### config.mk
export PLATFORM = sky130hd
export DESIGN_NAME = quad_encoder_array
export DESIGN_NICKNAME = d
export VERILOG_FILES = /design/src/rtl/quad_encoder_array.sv
export SDC_FILE = /design/constraint.sdc
export NUM_CORES = 1
export LEC_CHECK = 0
export CAP_MARGIN = 20
export CORE_ASPECT_RATIO = 1.5
export CORE_UTILIZATION = 36
export DETAILED_ROUTE_END_ITERATION = 10
export SKIP_LAST_GASP = 1
export SYNTH_ARGS = -nofsm -noshare
export SYNTH_HDL_FRONTEND = slang
export SYNTH_SLANG_ARGS = --single-unit
### constraint.sdc
create_clock -name CLK -period 8.6 [get_ports CLK]
set_clock_uncertainty 0.1 [all_clocks]
set_input_delay 2.15 -clock CLK [delete_from_list [all_inputs] [get_ports CLK]]
set_output_delay 2.15 -clock CLK [all_outputs]
set_load 0.02 [all_outputs]
### src/rtl/quad_encoder_array.sv
// quad_encoder_array
//   Multi-channel quadrature decoder. Each channel synchronises its A/B/index
//   pins, glitch-filters them, and keeps a wrapping signed position count with
//   index zeroing and a sticky illegal-transition flag. A shared window counter
//   samples a per-channel saturated velocity (counts per window).
//
// Ports
//   CLK             system clock
//   reset           asynchronous active-high reset
//   quadA/quadB     encoder phases, one bit per channel (asynchronous)
//   index           encoder index pulses (asynchronous)
//   zero_on_index   per channel: zero count on filtered index rising edge
//   clear           per channel: level-sensitive synchronous count clear
//   error_clear     clears every sticky error bit
//   count           signed positions, channel i at [i*COUNT_WIDTH +: COUNT_WIDTH]
//   velocity        signed counts/window, channel i at [i*VEL_WIDTH +: VEL_WIDTH]
//   velocity_valid  one-cycle strobe when all velocity fields update
//   error           sticky illegal-transition flags

// Per-signal glitch filter: the output follows the input only after the input
// has differed from it for FILTER_CYCLES consecutive cycles.
module qe_filter #(
  parameter int FILTER_CYCLES = 100
) (
  input  logic CLK,
  input  logic reset,
  input  logic d,
  output logic q
);
  localparam int FW = $clog2(FILTER_CYCLES + 1);

  logic [FW-1:0] cnt;

  always_ff @(posedge CLK or posedge reset) begin
    if (reset) begin
      cnt <= '0;
      q   <= 1'b0;
    end else if (d == q) begin
      cnt <= '0;
    end else if (cnt == FW'(FILTER_CYCLES - 1)) begin
      q   <= d;
      cnt <= '0;
    end else begin
      cnt <= cnt + FW'(1);
    end
  end
endmodule

// One encoder channel: sync, filter, decode, count, error, velocity sample.
module qe_lane #(
  parameter int COUNT_WIDTH   = 24,
  parameter int FILTER_CYCLES = 100,
  parameter int VEL_WIDTH     = 16
) (
  input  logic                   CLK,
  input  logic                   reset,
  input  logic                   a,
  input  logic                   b,
  input  logic                   idx,
  input  logic                   zero_on_index,
  input  logic                   clear,
  input  logic                   error_clear,
  input  logic                   tick,
  output logic [COUNT_WIDTH-1:0] count,
  output logic [VEL_WIDTH-1:0]   velocity,
  output logic                   error
);
  // Extended width wide enough to hold both the raw delta and the VEL range.
  localparam int EW = ((COUNT_WIDTH > VEL_WIDTH) ? COUNT_WIDTH : VEL_WIDTH) + 1;
  localparam logic signed [EW-1:0] VMAX = EW'((1 << (VEL_WIDTH - 1)) - 1);
  localparam logic signed [EW-1:0] VMIN = ~VMAX;

  // Bit order in all 3-bit vectors: [2]=A, [1]=B, [0]=index.
  logic [2:0] sync1, sync2, filt;

  always_ff @(posedge CLK or posedge reset) begin
    if (reset) begin
      sync1 <= '0;
      sync2 <= '0;
    end else begin
      sync1 <= {a, b, idx};
      sync2 <= sync1;
    end
  end

  for (genvar k = 0; k < 3; k++) begin : g_filt
    qe_filter #(.FILTER_CYCLES(FILTER_CYCLES)) u_filt (
      .CLK   (CLK),
      .reset (reset),
      .d     (sync2[k]),
      .q     (filt[k])
    );
  end

  logic [1:0] prev_ab, cur_ab;
  logic       prev_idx;
  logic       step_fwd, step_rev, illegal, idx_rise;

  assign cur_ab = filt[2:1];

  // Forward (A leads B): 00 -> 10 -> 11 -> 01 -> 00, reverse is the mirror.
  always_comb begin
    step_fwd = 1'b0;
    step_rev = 1'b0;
    case ({prev_ab, cur_ab})
      4'b00_10, 4'b10_11, 4'b11_01, 4'b01_00: step_fwd = 1'b1;
      4'b10_00, 4'b11_10, 4'b01_11, 4'b00_01: step_rev = 1'b1;
      default: ;
    endcase
  end

  assign illegal  = &(prev_ab ^ cur_ab);
  assign idx_rise = filt[0] & ~prev_idx;

  always_ff @(posedge CLK or posedge reset) begin
    if (reset) begin
      prev_ab  <= '0;
      prev_idx <= 1'b0;
      count    <= '0;
      error    <= 1'b0;
    end else begin
      prev_ab  <= cur_ab;
      prev_idx <= filt[0];
      // Clear beats index zeroing, which beats (and discards) a same-cycle step.
      if (clear)
        count <= '0;
      else if (idx_rise && zero_on_index)
        count <= '0;
      else if (step_fwd)
        count <= count + COUNT_WIDTH'(1);
      else if (step_rev)
        count <= count - COUNT_WIDTH'(1);
      // A new illegal transition wins over a same-cycle error_clear.
      error <= (error & ~error_clear) | illegal;
    end
  end

  // Velocity: modular difference recovers the true delta across a wrap;
  // the snapshot moves only on window ticks, so clear/index jumps show up.
  logic [COUNT_WIDTH-1:0]        snap;
  logic signed [COUNT_WIDTH-1:0] diff;
  logic signed [EW-1:0]          dext;

  assign diff = count - snap;
  assign dext = EW'(diff);

  always_ff @(posedge CLK or posedge reset) begin
    if (reset) begin
      snap     <= '0;
      velocity <= '0;
    end else if (tick) begin
      snap <= count;
      if (dext > VMAX)
        velocity <= VEL_WIDTH'(VMAX);
      else if (dext < VMIN)
        velocity <= VEL_WIDTH'(VMIN);
      else
        velocity <= VEL_WIDTH'(dext);
    end
  end
endmodule

module quad_encoder_array #(
  parameter int CHANNELS      = 2,
  parameter int COUNT_WIDTH   = 24,
  parameter int FILTER_CYCLES = 100,
  parameter int VEL_WINDOW    = 32000,
  parameter int VEL_WIDTH     = 16
) (
  input  logic                            CLK,
  input  logic                            reset,
  input  logic [CHANNELS-1:0]             quadA,
  input  logic [CHANNELS-1:0]             quadB,
  input  logic [CHANNELS-1:0]             index,
  input  logic [CHANNELS-1:0]             zero_on_index,
  input  logic [CHANNELS-1:0]             clear,
  input  logic                            error_clear,
  output logic [CHANNELS*COUNT_WIDTH-1:0] count,
  output logic [CHANNELS*VEL_WIDTH-1:0]   velocity,
  output logic                            velocity_valid,
  output logic [CHANNELS-1:0]             error
);
  localparam int WW = $clog2(VEL_WINDOW);

  logic [WW-1:0] win_cnt;
  logic          tick;

  assign tick = (win_cnt == WW'(VEL_WINDOW - 1));

  // Free-running window; velocity_valid is registered alongside the lanes'
  // velocity registers so both change on the same edge.
  always_ff @(posedge CLK or posedge reset) begin
    if (reset) begin
      win_cnt        <= '0;
      velocity_valid <= 1'b0;
    end else begin
      velocity_valid <= tick;
      win_cnt        <= tick ? '0 : win_cnt + WW'(1);
    end
  end

  logic [CHANNELS-1:0][COUNT_WIDTH-1:0] count_arr;
  logic [CHANNELS-1:0][VEL_WIDTH-1:0]   vel_arr;

  for (genvar i = 0; i < CHANNELS; i++) begin : g_lane
    qe_lane #(
      .COUNT_WIDTH   (COUNT_WIDTH),
      .FILTER_CYCLES (FILTER_CYCLES),
      .VEL_WIDTH     (VEL_WIDTH)
    ) u_lane (
      .CLK           (CLK),
      .reset         (reset),
      .a             (quadA[i]),
      .b             (quadB[i]),
      .idx           (index[i]),
      .zero_on_index (zero_on_index[i]),
      .clear         (clear[i]),
      .error_clear   (error_clear),
      .tick          (tick),
      .count         (count_arr[i]),
      .velocity      (vel_arr[i]),
      .error         (error[i])
    );
  end

  assign count    = count_arr;
  assign velocity = vel_arr;
endmodule

==> results_dict.tcl <==
set metrics [dict create \
    startpoint_type "register" \
    path_class "register to register" \
    path_clk_slew_ps 60 \
    synth_cells 1457 \
    design.die.area_um2 37200 \
    cts_inserted_buffers 24 \
    vias 10300 \
    clkLatencyLatePin_ps 520 \
    worstMarginPinSlew_ps 981 \
    cap_violations 0 \
    synth.largest_area_cell "dfrtp_1" \
    cts_tree "built" \
    avgSynthCellArea_um2 8.99 \
    syn-cell-area_um2 13100 \
    dp_hpwl_mm 22.1 \
    yosys_register_bits 212 \
    syn-num-nets 1571 \
    grt_max_degree 128 \
    h-tree-depth 1 \
    hold_viol 0 \
    cts_buffer_depth 3 \
    detail-route-antenna-nets 0 \
    gp_congestion 0.836 \
    area_growth_pct 18.0 \
    core_area_um2 35800 \
    async_reset_ff_share_pct 100 \
    ir_drop_v 0.000118 \
    setup_violations 0 \
    via_per_inst 5.05 \
    io_buffers 95 \
    grt_pass1_wl_mm 50.3 \
    cts_resized 0 \
    synth_most_common_cell "dfrtp_1" \
    status "finished clean" \
    final_max_slew_viol_count 0 \
    yosysTopAreaCellShare_pct 40.5 \
    powerDensity_nw_per_um2 141 \
    finalSetupTns_ps 0 \
    drt_first_pass_iters 4 \
    fin_crit_sh_pct 50.2 \
    synthFlopType "dfrtp_1" \
    antenna_found_initial 0 \
    drive_gt1_share_pct 6.96 \
    synth_enable_flop_cells 0 \
    arrival_ps 4660 \
    synth_common_cells "dfrtp_1, nand2_1, nor2_1" \
    wl_mm 30.1 \
    synthTopCellsByArea "dfrtp_1, ha_1, nand2_1" \
    fin_util_pct 43.1 \
    post-cts-setup-buffers 0 \
    period_needed_ps 4320 \
    fmax_mhz 232 \
    overflow 0 \
    required_ps 8950 \
    synthDistinctLibCells 83 \
    fillCellCount 3514 \
    fin_nets 1664 \
    drc 0 \
    hp-class "register to register" \
    cts_hold_buf 0 \
    p_leak_nw 7.01 \
    dieWidth_um 158 \
    drt_iter0_markers 326 \
    pin_count 96 \
    grt.total_usage_pct 16.6 \
    rows 85 \
    n_antenna_cell 0 \
    grt_pass1_vias 10300 \
    routedWlPerCell_um 14.7 \
    cts_root_buf "clkbuf_16" \
    die_y_um 236 \
    start_util_pct 36.5 \
    max_slew_margin_pct 34.4 \
    cts.sinks 212 \
    crit_fanout 24 \
    rsz0062_at_grt "false" \
    end_kind "register" \
    yosysWarnings 0 \
    seq_area_frac_synth_pct 40.5 \
]
==> where the power goes <==
group          leakage (nW)  switching (mW)  internal, mW
clock                 0.426           0.422         0.696
sequential             2.91         0.00650          1.01
combinational          3.68          0.0334        0.0148
==> final timing paths <==
path / startpoint / to / slack [ps] / cells past startpoint
min in group asynchronous: reset / velocity_valid / 2060 / 2
hold reg to reg: g_lane[0].u_lane.sync1[1] / g_lane[0].u_lane.sync2[1] / 250 / 0
hold / removal: g_lane[0].u_lane.sync1[1] / g_lane[0].u_lane.sync2[1] / 250 / 0
setup reg to reg: g_lane[0].u_lane.g_filt[2].u_filt.q / g_lane[0].u_lane.count[17] / 4280 / 13
max in group asynchronous: reset / g_lane[1].u_lane.g_filt[1].u_filt.cnt[5] / 4920 / 4
setup / recovery: g_lane[0].u_lane.g_filt[2].u_filt.q / g_lane[0].u_lane.count[17] / 4280 / 13
==> worst max-delay path, cell delays in order (launching register included) <==
cell and delay [ps]:
dfrtp_1 430, xor2_1 180, nand2_1 610, ha_1 570, a21o_1 120, a21oi_1 90
o21ai_0 370, a21boi_0 250, o21ai_0 380, a21o_1 170, a21o_1 130, a21oi_1 80
or4b_2 620, a31oi_1 140
==> metal layers <==
layer,global-route usage [%],routed length [um],vias up
li1,-,-,5232
met1,19.1,12300,4897
met2,30.8,15700,141
met3,2.52,1220,51
met4,5.50,763,0
met5,0,0,-
==> stage by stage <==
stage | instances | hold WS, ps | setup slack [ps] | power (mW) | instance area, um^2
final | 2045 | 249 | 4280 | 2.18 | 15500
after CTS | 2044 | 250 | 4250 | 2.22 | 15400
after detailed placement | 2001 | 236 | 3960 | 1.08 | 14600
after global routing | 2045 | 261 | 3930 | 2.27 | 15500
after floorplan | 1457 | 231 | 556 | 1.06 | 13100
after global placement | 2001 | 232 | 3970 | 1.08 | 14600
==> cells by family (layout without fill, tap and decap cells) <==
family                   after synthesis  count (layout)  share of synthesized area [%]
adder cells (fa/ha/maj)              101             101                           9.88
AND/OR/NAND/NOR                      512             512                           17.7
multiplexers                          13              13                           1.08
flip-flops                           212             212                           40.5
XOR/XNOR                             134             134                           9.02
buffers and inverters                115             225                           3.59
AO/OA/AOI/OAI                        370             370                           18.3
==> placed cells by master, fill, tap and decap left out, types with 12 or more instances in the layout <==
master and n:
nand2b_1 21, nor3_1 20, a21o_1 37, o21a_1 14
nand2_1 209, ha_1 97, and3_1 21, clkbuf_16 25
inv_1 74, xor2_1 51, nor2_1 144, xnor2_1 80
a21oi_1 129, o21ai_0 92, o21bai_1 12, dfrtp_1 212
clkdlybuf4s50_1 95, nand3_1 43
==> flip-flops by register name (all words and copies together), names as in the netlist <==
name	count
g_lane.u_lane.count	48
g_lane.u_lane.error	2
g_lane.u_lane.g_filt.u_filt.cnt	42
g_lane.u_lane.g_filt.u_filt.q	6
g_lane.u_lane.prev_ab	4
g_lane.u_lane.prev_idx	2
g_lane.u_lane.snap	48
g_lane.u_lane.sync1	6
g_lane.u_lane.sync2	6
g_lane.u_lane.velocity	32
velocity_valid	1
win_cnt	15
==> area by class of cell <==
class	instances	area, um^2	area share, %
clock buffers	28	657	4.25
clock inverters	15	209	1.35
repair buffers	106	1050	6.82
multi-input cells	1130	7340	47.5
inverters	76	294	1.90
flip-flops and latches	212	5310	34.3
well taps	478	598	3.87
Power figures use the tool's default switching activity.
==> variant, RTL diff (config.mk and constraints unchanged) <==
The output `velocity_valid` loses its register stage (`velocity_valid` becomes a continuous assignment). Comments in the files are not updated.
--- a/src/rtl/quad_encoder_array.sv
+++ b/src/rtl/quad_encoder_array.sv
@@ -193,10 +193,10 @@
     if (reset) begin
       win_cnt        <= '0;
-      velocity_valid <= 1'b0;
-    end else begin
-      velocity_valid <= tick;
+    end else begin
       win_cnt        <= tick ? '0 : win_cnt + WW'(1);
     end
   end
+
+  assign velocity_valid = tick;
 
   logic [CHANNELS-1:0][COUNT_WIDTH-1:0] count_arr;
Behaviour: no difference found for any inputs over 4 cycles, from zero or initial values and one cycle with reset high; that may be too few to reach the edited logic, so the function may still have changed.
==> variant against the unedited design <==
  * Power shrank 4.1%
  * Count of clock-buffer cells in the layout increased by 9
  * Wire length decreased by 1.1%
  * First-iteration DRC count up 20%
  * Critical path type is now reg -> out
  * Area after synthesis is 1.8% lower
  * Non-clock buffer count up 2
  * Setup slack got worse by 1.1 ns
  * Final area fell by 1.5%
  * Utilization rose by 0.25 points
  * Sequential cell count shrank 1
  * Fmax decreased by 21%
  * Largest power group unchanged
  * Hold slack gained 0.0010 ns
==> variant: results (changes against the unedited design) <==
stage	metric	value	unit	change
min_path	hold_path_class	reg -> reg		
yosys	yosysSeqAreaShare	41.0	%	+0.53 points
global_routing	grt_max_degree	118		-7.8%
final_layout	drive_above_1_share	5.14	%	-1.8 points
yosys	ys_types	70		-16%
final_layout	finalNetCount	1616		-2.9%
clock_network	clock_latency	0.53	ns	
detailed_routing	wire_per_inst	14.9	um	+1.6%
placement	place_hpwl	21.6	mm	-2.0%
detailed_routing	via_per_inst	5.17		+2.4%
clock_network	cts_htree_levels	1		unchanged
yosys	synth_commonest_cells	211 x dfrtp_1, 172 x nand2_1, 125 x nor2_1		
yosys	synthArstFlopShare	100	%	unchanged
detailed_routing	first_pass_iters	6		+2
global_routing	antenna_found_initial	0		unchanged
clock_network	cts_resized	0		unchanged
placement	placed_cells	1945		-2.8%
global_routing	grt_pass1_wl	50.1	mm	-0.45%
clock_network	cts_setup_buffers	0		unchanged
critical_path	reg2reg_from	g_lane[1].u_lane.count[2]$_DFFE_PP0P_		
outcome	status	complete, no violations		
placement	post-place-ws	3.38	ns	-0.575 ns
yosys	avgSynthCellArea	9.13	um2	+1.6%
final_layout	top_regs	g_lane.u_lane.count x48, g_lane.u_lane.snap x48, g_lane.u_lane.g_filt.u_filt.cnt x42		
clock_network	cts_buffer_depth	3		unchanged
final_layout	n_antenna_cell	0		unchanged
critical_path	cp-startpoint	win_cnt[2]$_DFF_PP0_		
yosys	synth_area_leaders	dfrtp_1 41%, ha_1 9.4%, xnor2_1 5.9%		
clock_network	cts_root_buffer	clkbuf_16		
pwr	ir_drop	0.000139	V	+18%
detailed_routing	vias	10300		-0.26%
global_routing	track_usage	16.8	%	+0.20 points
clock_network	cts_buffers	24		unchanged
sta	slew_headroom	38.1	%	+3.6 points
detailed_routing	drt_iter0_markers	391		+20%
pwr	leakagePower	6.94	nW	-1.0%
clock_network	cts.clk_slew.worst_paths	0.06	ns	about the same
critical_path	crit_fanout	72		+200%
yosys	ys_warn_count	0		unchanged
min_path	hp-start	g_lane[0].u_lane.sync1[2]$_DFF_PP0_		
yosys	synth_fp_nets	1523		-3.1%
placement	port-buffer-count	95		unchanged
placement	place_area	0.0143	mm2	-1.5%
critical_path	worstPathArrival	3.21	ns	-1.45 ns
placement	gp_congestion	0.827		-1.1%
[variant: cell type report]
type | count | area, um2
timing repair buffer | 108 | 1100
tap | 473 | 592
inverter | 70 | 272
clock inverter | 5 | 57.6
sequential | 211 | 5280
multi-input combinational | 1087 | 7180
clock buffer | 37 | 741
fill | 3476 | 19900
[variant: power breakdown]
| group | switching [mW] | internal (mW) | leakage [nW] |
|---|---|---|---|
| combinational | 0.0330 | 0.0153 | 3.66 |
| sequential | 0.00646 | 1.00 | 2.89 |
| clock | 0.412 | 0.620 | 0.395 |
| total | 0.452 | 1.64 | 6.94 |
[variant: worst paths after layout]
path | to | slack (ns) | cells past startpoint
worst max-delay path | velocity_valid | 3.14 | 9
worst min-delay path | g_lane[0].u_lane.sync2[2]$_DFF_PP0_ | 0.25 | 0
worst max register to register | g_lane[1].u_lane.velocity[2]$_DFFE_PP0P_ | 4.05 | 11
worst min register to register | g_lane[0].u_lane.sync2[2]$_DFF_PP0_ | 0.25 | 0
max in group asynchronous | g_lane[0].u_lane.snap[10]$_DFFE_PP0P_ | 5.16 | 3
min in group asynchronous | g_lane[1].u_lane.count[22]$_DFFE_PP0P_ | 1.94 | 2
[variant: critical path, stage by stage (launching register included)]
cell	delay, ns
dfrtp_1	0.38
and3_1	0.20
and3_1	0.17
and3_1	0.21
nand2_1	0.06
buf_4	0.24
clkinv_2	0.06
buf_4	0.37
buf_16	0.31
clkdlybuf4s50_1	0.66
[variant: kinds of logic (layout without fill, tap and decap cells)]
family          Yosys count  after routing  share of synthesized area, %
buf+inv                 111            220                          3.42
simple gates            468            468                          16.9
mux                       8              8                         0.690
xor+xnor                137            137                          9.33
flops                   211            211                          41.0
compound gates          373            373                          18.6
fa+ha+maj               101            101                          10.1
[variant: layer usage]
layer | part of all wire (%) | wire (um) | up-vias | GRT usage, %
met5 | 0 | 0 | - | 0
met4 | 3.0 | 906 | 0 | 6.37
met3 | 3.3 | 984 | 60 | 2.04
met2 | 52 | 15500 | 162 | 31.5
met1 | 41 | 12300 | 4903 | 19.3
li1 | - | - | 5169 | -
